[src/rtl/nec_rx_decoder.sv]
// NEC IR frame decoder: pin synchronizer, glitch filter, half-unit duration measurement, frame/repeat FSM.
// Optional define NEC_CHECK_INVERSE_EN enables the address/command inverse-byte check.
module nec_rx_decoder #(
    parameter int unsigned HALF_CYC = 14062,
    parameter int unsigned FILT_CYC = 100
) (
    input  logic       sys_clk,
    input  logic       sys_rst_n,
    input  logic       remote_in,
    output logic       data_valid,
    output logic [7:0] addr,
    output logic [7:0] cmd,
    output logic       rep_valid,
    output logic       err
);

    localparam int unsigned PW = (HALF_CYC > 1) ? $clog2(HALF_CYC) : 1;
    localparam int unsigned FW = (FILT_CYC > 1) ? $clog2(FILT_CYC) : 1;

    typedef enum logic [2:0] {
        S_IDLE, S_LEAD_MARK, S_LEAD_SPACE, S_BIT_MARK, S_BIT_SPACE, S_STOP_MARK, S_REP_STOP
    } state_t;

    state_t          r_state, w_state_nxt;
    logic [1:0]      r_sync;
    logic [FW-1:0]   r_fcnt;
    logic            r_lvl, r_lvl_q;
    logic [PW-1:0]   r_pre;
    logic [5:0]      r_dur;
    logic [31:0]     r_sr, w_sr_nxt;
    logic [4:0]      r_bcnt, w_bcnt_nxt;
    logic [7:0]      w_addr_nxt, w_cmd_nxt;
    logic            w_dv, w_rv, w_err;
    logic            w_rise, w_fall, w_edge, w_inv_ok;

    function automatic logic in_win(input logic [5:0] d, input logic [5:0] lo, input logic [5:0] hi);
        return (d >= lo) && (d <= hi);
    endfunction

    assign w_rise = r_lvl & ~r_lvl_q;
    assign w_fall = ~r_lvl & r_lvl_q;
    assign w_edge = w_rise | w_fall;

`ifdef NEC_CHECK_INVERSE_EN
    assign w_inv_ok = (r_sr[15:8] == ~r_sr[7:0]) && (r_sr[31:24] == ~r_sr[23:16]);
`else
    assign w_inv_ok = 1'b1;
`endif

    always_ff @(posedge sys_clk or negedge sys_rst_n) begin
        if (!sys_rst_n) begin
            r_sync  <= 2'b11;
            r_fcnt  <= '0;
            r_lvl   <= 1'b1;
            r_lvl_q <= 1'b1;
        end else begin
            r_sync  <= {r_sync[0], remote_in};
            r_lvl_q <= r_lvl;
            if (r_sync[1] != r_lvl) begin
                if (r_fcnt == FW'(FILT_CYC - 1)) begin
                    r_lvl  <= r_sync[1];
                    r_fcnt <= '0;
                end else begin
                    r_fcnt <= r_fcnt + 1'b1;
                end
            end else begin
                r_fcnt <= '0;
            end
        end
    end

    // Prescaler restarts at 1 so the edge-detect cycle itself counts; dur = floor(len / half-unit).
    always_ff @(posedge sys_clk or negedge sys_rst_n) begin
        if (!sys_rst_n) begin
            r_pre <= '0;
            r_dur <= '0;
        end else if (w_edge) begin
            r_pre <= PW'(1);
            r_dur <= '0;
        end else if (r_pre == PW'(HALF_CYC - 1)) begin
            r_pre <= '0;
            if (r_dur != 6'd63) r_dur <= r_dur + 6'd1;
        end else begin
            r_pre <= r_pre + 1'b1;
        end
    end

    always_comb begin
        w_state_nxt = r_state;
        w_sr_nxt    = r_sr;
        w_bcnt_nxt  = r_bcnt;
        w_addr_nxt  = addr;
        w_cmd_nxt   = cmd;
        w_dv        = 1'b0;
        w_rv        = 1'b0;
        w_err       = 1'b0;
        case (r_state)
            S_IDLE: if (w_fall) w_state_nxt = S_LEAD_MARK;
            S_LEAD_MARK: if (w_rise) begin
                if (in_win(r_dur, 6'd28, 6'd36)) w_state_nxt = S_LEAD_SPACE;
                else begin w_err = 1'b1; w_state_nxt = S_IDLE; end
            end
            S_LEAD_SPACE: if (w_fall) begin
                if (in_win(r_dur, 6'd14, 6'd18)) begin
                    w_state_nxt = S_BIT_MARK;
                    w_bcnt_nxt  = '0;
                end else if (in_win(r_dur, 6'd6, 6'd10)) begin
                    w_state_nxt = S_REP_STOP;
                end else begin
                    w_err = 1'b1; w_state_nxt = S_LEAD_MARK;
                end
            end
            S_BIT_MARK: if (w_rise) begin
                if (in_win(r_dur, 6'd1, 6'd3)) w_state_nxt = S_BIT_SPACE;
                else begin w_err = 1'b1; w_state_nxt = S_IDLE; end
            end
            S_BIT_SPACE: if (w_fall) begin
                if (in_win(r_dur, 6'd1, 6'd3) || in_win(r_dur, 6'd5, 6'd7)) begin
                    w_sr_nxt   = {in_win(r_dur, 6'd5, 6'd7), r_sr[31:1]};
                    w_bcnt_nxt = r_bcnt + 5'd1;
                    w_state_nxt = (r_bcnt == 5'd31) ? S_STOP_MARK : S_BIT_MARK;
                end else begin
                    w_err = 1'b1; w_state_nxt = S_LEAD_MARK;
                end
            end
            S_STOP_MARK: if (w_rise) begin
                w_state_nxt = S_IDLE;
                if (in_win(r_dur, 6'd1, 6'd3) && w_inv_ok) begin
                    w_dv       = 1'b1;
                    w_addr_nxt = r_sr[7:0];
                    w_cmd_nxt  = r_sr[23:16];
                end else begin
                    w_err = 1'b1;
                end
            end
            S_REP_STOP: if (w_rise) begin
                w_state_nxt = S_IDLE;
                if (in_win(r_dur, 6'd1, 6'd3)) w_rv = 1'b1;
                else w_err = 1'b1;
            end
            default: w_state_nxt = S_IDLE;
        endcase
        if (r_state != S_IDLE && !w_edge && r_dur >= 6'd40) begin
            w_err       = 1'b1;
            w_state_nxt = S_IDLE;
        end
    end

    always_ff @(posedge sys_clk or negedge sys_rst_n) begin
        if (!sys_rst_n) begin
            r_state    <= S_IDLE;
            r_sr       <= '0;
            r_bcnt     <= '0;
            addr       <= '0;
            cmd        <= '0;
            data_valid <= 1'b0;
            rep_valid  <= 1'b0;
            err        <= 1'b0;
        end else begin
            r_state    <= w_state_nxt;
            r_sr       <= w_sr_nxt;
            r_bcnt     <= w_bcnt_nxt;
            addr       <= w_addr_nxt;
            cmd        <= w_cmd_nxt;
            data_valid <= w_dv;
            rep_valid  <= w_rv;
            err        <= w_err;
        end
    end

endmodule

[config.mk]
export PLATFORM = sky130hd
export DESIGN_NAME = nec_rx_decoder
export DESIGN_NICKNAME = d
export VERILOG_FILES = /design/src/rtl/nec_rx_decoder.sv
export SDC_FILE = /design/constraint.sdc
export NUM_CORES = 1
export LEC_CHECK = 0
export CAP_MARGIN = 20
export CORE_ASPECT_RATIO = 1.75
export CORE_UTILIZATION = 62
export DETAILED_ROUTE_END_ITERATION = 10
export GPL_ROUTABILITY_DRIVEN = 0
export PLACE_DENSITY_LB_ADDON = 0.3
export SYNTH_ARGS = -nofsm -noshare
export SYNTH_HDL_FRONTEND = slang
export SYNTH_SLANG_ARGS = --single-unit
[constraint.sdc]
create_clock -name sys_clk -period 5.76 [get_ports sys_clk]
set_input_delay 1.152 -clock sys_clk [delete_from_list [all_inputs] [get_ports sys_clk]]
set_output_delay 1.152 -clock sys_clk [all_outputs]
set_load 0.05 [all_outputs]
==> results.json, run 1 <==
{
  "max_cap_violations": 0,
  "first_global_vias": 2846,
  "timing.final.max_slew_violations": 0,
  "max-vdd-ir-drop_mv": 0.1646,
  "top_level_ports": 22,
  "number_of_rows_in_the_core_area": 39,
  "start_util": 0.6424,
  "tns_ns": 0,
  "htreeDepth": 3,
  "grt_max_degree": 91,
  "post-route-min-period_ns": 3.008,
  "grt_util_all_layers": 0.2387,
  "fin_crit_sh": 0.5221,
  "postSynth.asyncResetShare": 1.000,
  "timing.critical_path.arrival_ns": 3.22,
  "synth_compound_gate_area_share": 0.05779,
  "first_pass_grt_wire_length_um": 12980,
  "synth-edff-count": 0,
  "clk_path_buf_depth": 2,
  "floorplan.die_area_um2": 7121,
  "synth_adder_area_share": 0.03277,
  "clk_latency_ns": 0.34,
  "synthTopCellsByArea": "dfrtp_1 51%, mux2_2 11%, ha_1 3.3%",
  "final_net_count": 382,
  "crit_type": "reg2reg",
  "most_common_flop_cell_mapped_by_yosys": "dfrtp_1",
  "post_synth_inst_count": 348,
  "critical_path.reg2reg.startpoint": "r_dur[1]",
  "die_outline_width_um": 64.22,
  "drt-vias-per-instance": 5.866,
  "die_height_um": 110.9,
  "grt_antenna_before_repair": 0,
  "p_per_area_nw_per_um2": 259.3,
  "outcome": "completed",
  "detailed_place.area_um2": 4453,
  "clk_pin_slew_worst_paths_ns": 0.06,
  "clock_sinks": 90,
  "critical_path_required_ns": 5.97,
  "cts_inserted_buffers": 9,
  "synth-seq-area-share": 0.5374,
  "area_leader_netlist": "dfrtp_1",
  "grt.overflow.total": 0,
  "routed_wirelength_um": 7471,
  "synth.yosys.warnings": 0,
  "largest_family_of_logic_cells_by_synthesized_area": "multiplexers",
  "finalClockSkew_ns": 0.004763,
  "cp-endpoint": "addr[4]",
  "path_category_of_the_worst_min_delay_check": "reg2reg",
  "io_buffer_count": 21,
  "postSynthRegisterBits": 90,
  "antenna_violating_nets_post_route": 0,
  "cts_hold_buffers": 0,
  "route.vias.total": 2669,
  "slew_at_the_pin_with_the_worst_max_slew_slack_ns": 1.019,
  "post-cts-setup-buffers": 0,
  "endpoint_kind": "register",
  "core_area_um2": 6539,
  "setup_viol_count_final": 0,
  "dp_hpwl_um": 4984,
  "antenna_cells": 0,
  "worstSetupStartpoint": "r_dur[1]",
  "cts-root-buf": "clkbuf_16",
  "area_share_of_the_largest_cell_type_after_synthesis": 0.5124,
  "rsz_0062_raised_after_global_routing": "no",
  "syn_nets": 362,
  "post_cts_resize_count": 0,
  "yosys.area_share.simple": 0.1478,
  "initialDrtViolationCount": 225,
  "p_leak_nw": 2.249,
  "syn_avg_cell_area_um2": 12.07,
  "r2r_slack_ns": 2.75,
  "post_synth_instance_area_um2": 4200,
  "synth_xor_area_frac": 0.05004,
  "layout-drive-gt1-share": 0.2091,
  "drc_errors": 0,
  "synth.area.mux_share": 0.1489,
  "max_freq_ghz": 0.3325,
  "post_drt_wl_per_cell_um": 16.42,
  "dr.pass1.iters": 4,
  "tritoncts": "yes",
  "synthToLayoutAreaGrowth_pct": 13.97,
  "ff_to_ff_path_depth": 7,
  "finalHoldViolations": 0,
  "holdPathStages": 0,
  "netlist-cell-type-count": 52,
  "worst_relative_slew_slack": 0.3199,
  "worstReg2RegEnd": "addr[4]",
  "start_kind": "register",
  "largest_driver_fanout_on_the_critical_path": 17,
  "final_standard_cell_area_without_fillers_um2": 4787
}
[worst max-delay path, cell delays in order (launching register included)]
cell,delay (ns)
dfrtp_1,0.48
inv_1,0.13
ha_1,0.22
nor2b_1,0.17
nor4_4,0.38
nand4b_2,0.20
nor3b_4,0.89
mux2_2,0.43
[metal layers]
layer,part of all wire,GRT usage
met1,0.40,0.2699
met2,0.54,0.4071
met5,0,0
met4,0.040,0.1541
met3,0.022,0.03909
[flip-flops by register name (all words and copies together), names as in the netlist]
signal	cells
r_dur	6
cmd	8
r_lvl_q	1
r_lvl	1
addr	8
r_bcnt	5
data_valid	1
r_pre	14
err	1
r_sr	32
r_sync	2
r_state	3
r_fcnt	7
rep_valid	1
[cells in the final DEF (no fill, tap or decap), types with 2 or more instances in the layout]
cell type,Yosys,final
ha_1,11,11
a211oi_1,2,2
buf_4,0,2
inv_1,8,8
nand2_1,20,20
mux2i_1,4,4
or3b_2,2,2
o22ai_1,2,2
nor2b_1,5,5
dfrtp_1,86,86
a21oi_1,8,8
clkbuf_16,0,9
or4_1,2,2
nand4_1,5,5
mux2_2,40,40
mux2_4,9,9
nand3_1,15,15
dfstp_2,4,4
or3_1,2,2
nor3_1,3,3
a22o_1,2,2
and2_1,6,6
xnor2_1,12,12
clkdlybuf4s50_1,0,20
nor3b_1,3,3
a21o_1,2,2
nand4b_1,2,2
and3_1,8,8
xor2_1,12,12
clkinvlp_4,0,2
clkbuf_8,0,2
o21ai_0,15,15
nor2_1,26,26
[per-stage QoR]
step,power [mW],hold slack (ns),util,worst slack [ns],std cells
after floorplan,0.6512,0.3452,-,3.383,348
after global placement,0.6650,0.3539,0.6810,2.941,438
after detailed placement,0.6655,0.3510,0.6810,2.765,438
after CTS,1.254,0.3601,0.7279,2.770,454
after global routing,1.281,0.3635,0.7321,2.616,455
final,1.241,0.3565,0.7321,2.752,455
[cell usage after synthesis, types with 2 or more instances]
cell	number
nand3_1	15
nor3b_1	3
dfstp_2	4
or3b_2	2
and3_1	8
clkbuf_1	7
xnor2_1	12
nor2_1	26
inv_1	8
or3_1	2
nor3_1	3
a21oi_1	8
o22ai_1	2
a21o_1	2
or4_1	2
nand4_1	5
a211oi_1	2
buf_2	3
mux2_2	40
and2_1	6
mux2_4	9
dfrtp_1	86
nor2b_1	5
o21ai_0	15
a22o_1	2
ha_1	11
mux2i_1	4
xor2_1	12
nand4b_1	2
nand2_1	20
[area by class of cell]
cell class / instances / area [µm²]
Timing Repair Buffer: 23 / 242.7
Clock inverter: 4 / 50.05
Tap cell: 82 / 102.6
Fill cell: 455 / 1752
Sequential cell: 90 / 2257
Clock buffer: 12 / 256.5
Multi-Input combinational cell: 236 / 1848
Inverter: 8 / 30.03
[power breakdown]
group	internal (mW)	total, mW	switching, mW
combinational	0.00478	0.0185	0.0137
sequential	0.635	0.637	0.00155
clock	0.359	0.586	0.227
[worst min path at each step]
stage	end	startpoint
6_report	r_sync[1]	r_sync[0]
5_1_grt	r_sync[1]	r_sync[0]
3_5_place_dp	r_sync[1]	r_sync[0]
2_1_floorplan	r_sync[1]	r_sync[0]
4_1_cts	r_sync[1]	r_sync[0]
3_3_place_gp	r_sync[1]	r_sync[0]
[cell families after synthesis]
family	count (synthesis)
buf+inv	22
mux	53
compound gates	38
fa+ha+maj	11
simple gates	110
flops	90
xor+xnor	24
(Power assumes the default switching activity.)
==> inputs of run 2 (changes only) <==
--- a/config.mk
+++ b/config.mk
@@ -7,7 +7,7 @@
 export LEC_CHECK = 0
 export CAP_MARGIN = 20
 export CORE_ASPECT_RATIO = 1.75
-export CORE_UTILIZATION = 62
+export CORE_UTILIZATION = 54
 export DETAILED_ROUTE_END_ITERATION = 10
 export GPL_ROUTABILITY_DRIVEN = 0
 export PLACE_DENSITY_LB_ADDON = 0.3
==> constraint.sdc (replaced) <==
create_clock -name sys_clk -period 2.7 [get_ports sys_clk]
set_input_delay 0.54 -clock sys_clk [delete_from_list [all_inputs] [get_ports sys_clk]]
set_output_delay 0.54 -clock sys_clk [all_outputs]
set_load 0.05 [all_outputs]
==> results.json, run 2 (synthesized netlist as in run 1, its figures left out) <==
{
  "grt_antenna_before_repair": 0,
  "die_height_um": 118.7,
  "first_global_vias": 2749,
  "clock_sinks": 90,
  "clk_latency_ns": 0.34,
  "grt_max_degree": 40,
  "drt_met1_wl_um": 2958,
  "route.vias.total": 2681,
  "slew_at_the_pin_with_the_worst_max_slew_slack_ns": 0.5269,
  "place_ws_ns": 0.2918,
  "highest_layer": "met4",
  "detailroute.wirelength.met3_um": 145,
  "mostFrequentLayoutCell": "dfrtp_1",
  "largest_register_ff_count": 32,
  "final-instance-count-excl-fill": 467,
  "clk_pin_slew_worst_paths_ns": 0.07,
  "layout-drive-gt1-share": 0.2243,
  "layout_common_cells": "86 x dfrtp_1, 40 x mux2_2, 26 x nor2_1, 20 x nand2_1, 20 x clkdlybuf4s50_1",
  "fin_ws_ns": 0.2584,
  "post_cts_resize_count": 0,
  "io_buffer_count": 21,
  "met2WireLength_um": 3866,
  "p_total_mw": 2.572,
  "timing.critical_path.arrival_ns": 2.66,
  "clk_path_buf_depth": 2,
  "synthToLayoutAreaGrowth_pct": 14.60,
  "fin_crit_sh": 0.9043,
  "drt-vias-per-instance": 5.741,
  "nFillCells": 619,
  "drc_errors": 0,
  "final_net_count": 388,
  "routed_wirelength_um": 7191,
  "crit_type": "reg2reg",
  "cts_hold_buffers": 0,
  "grt.overflow.total": 0,
  "core_area_um2": 7567,
  "outcome": "completed",
  "p_leak_nw": 2.250,
  "die_outline_width_um": 68.67,
  "top_level_ports": 22,
  "rsz_0062_raised_after_global_routing": "no",
  "critical_path_required_ns": 2.92,
  "dr.pass1.iters": 5,
  "endpoint_kind": "register",
  "dp_hpwl_um": 4920,
  "grt_util_all_layers": 0.2039,
  "largest-register": "r_sr",
  "first_pass_grt_wire_length_um": 12360,
  "post-route-min-period_ns": 2.442,
  "initialDrtViolationCount": 167,
  "floorplan.die_area_um2": 8149,
  "max_cap_violations": 0,
  "finalHoldViolations": 0,
  "antenna_violating_nets_post_route": 0,
  "largest_driver_fanout_on_the_critical_path": 17,
  "biggestRegsByFlops": "r_sr: 32 flops, r_pre: 14 flops",
  "htreeDepth": 3,
  "number_of_rows_in_the_core_area": 42,
  "cts_inserted_buffers": 9,
  "setup_viol_count_final": 0,
  "place_inst": 451,
  "tns_ns": 0,
  "antenna_cells": 0,
  "whs_ns": 0.1612,
  "finalClockSkew_ns": 0.007699,
  "p_per_area_nw_per_um2": 534.3,
  "start_util": 0.5551,
  "post_drt_wl_per_cell_um": 15.40,
  "tritoncts": "yes",
  "cts-root-buf": "clkbuf_16",
  "max_freq_ghz": 0.4096,
  "worst_relative_slew_slack": 0.6487,
  "path_category_of_the_worst_min_delay_check": "in2async",
  "timing.final.max_slew_violations": 0,
  "post-cts-setup-buffers": 0,
  "max-vdd-ir-drop_mv": 0.4342,
  "start_kind": "register"
}
[run 2: cell types whose count changed in the layout (fill, tap and decap cells not counted), sizes merged]
cell,delta
clkinvlp,-1
clkinv,+1
bufinv,-1
inv,+3
buf,+6
clkbuf,-2
[run 2: routing by layer]
layer	track usage	vias up
met5	0	-
met4	0.1107	0
met3	0.04151	17
met2	0.3480	39
met1	0.2247	1353
li1	-	1272
[run 2: layout make-up]
| type | count | area, µm² | area share |
|---|---|---|---|
| clock buffers | 10 | 239.0 | 0.04965 |
| inverters | 8 | 30.03 | 0.006239 |
| clock inverters | 6 | 47.55 | 0.009878 |
| flip-flops and latches | 90 | 2257 | 0.4689 |
| multi-input cells | 236 | 1837 | 0.3816 |
| well taps | 88 | 110.1 | 0.02288 |
| repair buffers | 29 | 292.8 | 0.06083 |
[run 2: power breakdown]
part | leakage [nW] | internal, mW | switching, mW
clock network | 0.140 | 0.658 | 0.516
logic | 0.883 | 0.00990 | 0.0296
registers | 1.23 | 1.35 | 0.00349
total | 2.25 | 2.02 | 0.549
[run 2: per-stage QoR]
stage	utilization	instance area, µm²
finish	0.6361	4813
global placement	0.5982	4527
detailed placement	0.5982	4527
CTS	0.6361	4813
global route	0.6361	4813
floorplan	-	4200
[run 2: worst paths after layout]
| check | startpoint | end | slack, ns | depth (start not counted) |
|---|---|---|---|---|
| max reg2reg | r_dur[1] | cmd[1] | 0.26 | 8 |
| max | r_dur[1] | cmd[1] | 0.26 | 8 |
| max in group asynchronous | sys_rst_n | r_lvl | 1.90 | 2 |
| min in group sys_clk | r_sync[0] | r_sync[1] | 0.36 | 0 |
| min | sys_rst_n | r_sr[4] | 0.16 | 1 |
| min reg2reg | r_sync[0] | r_sync[1] | 0.36 | 0 |
[run 2: critical path, stage by stage (launching register included)]
cell and delay (ns):
dfrtp_1 0.48, inv_1 0.12, ha_1 0.21, nor2b_1 0.17
nor4_4 0.27, nand4b_2 0.19, nor3b_4 0.22, buf_4 0.30
mux2_2 0.38
==> inputs of run 3 (changes only) <==
--- a/config.mk
+++ b/config.mk
@@ -8,6 +8,7 @@
 export CAP_MARGIN = 20
 export CORE_ASPECT_RATIO = 1.75
 export CORE_UTILIZATION = 54
+export CTS_CLUSTER_DIAMETER = 150
 export DETAILED_ROUTE_END_ITERATION = 10
 export GPL_ROUTABILITY_DRIVEN = 0
 export PLACE_DENSITY_LB_ADDON = 0.3
==> results of run 3 <==
Final layout, timing and power as in run 2 (identical DEF).
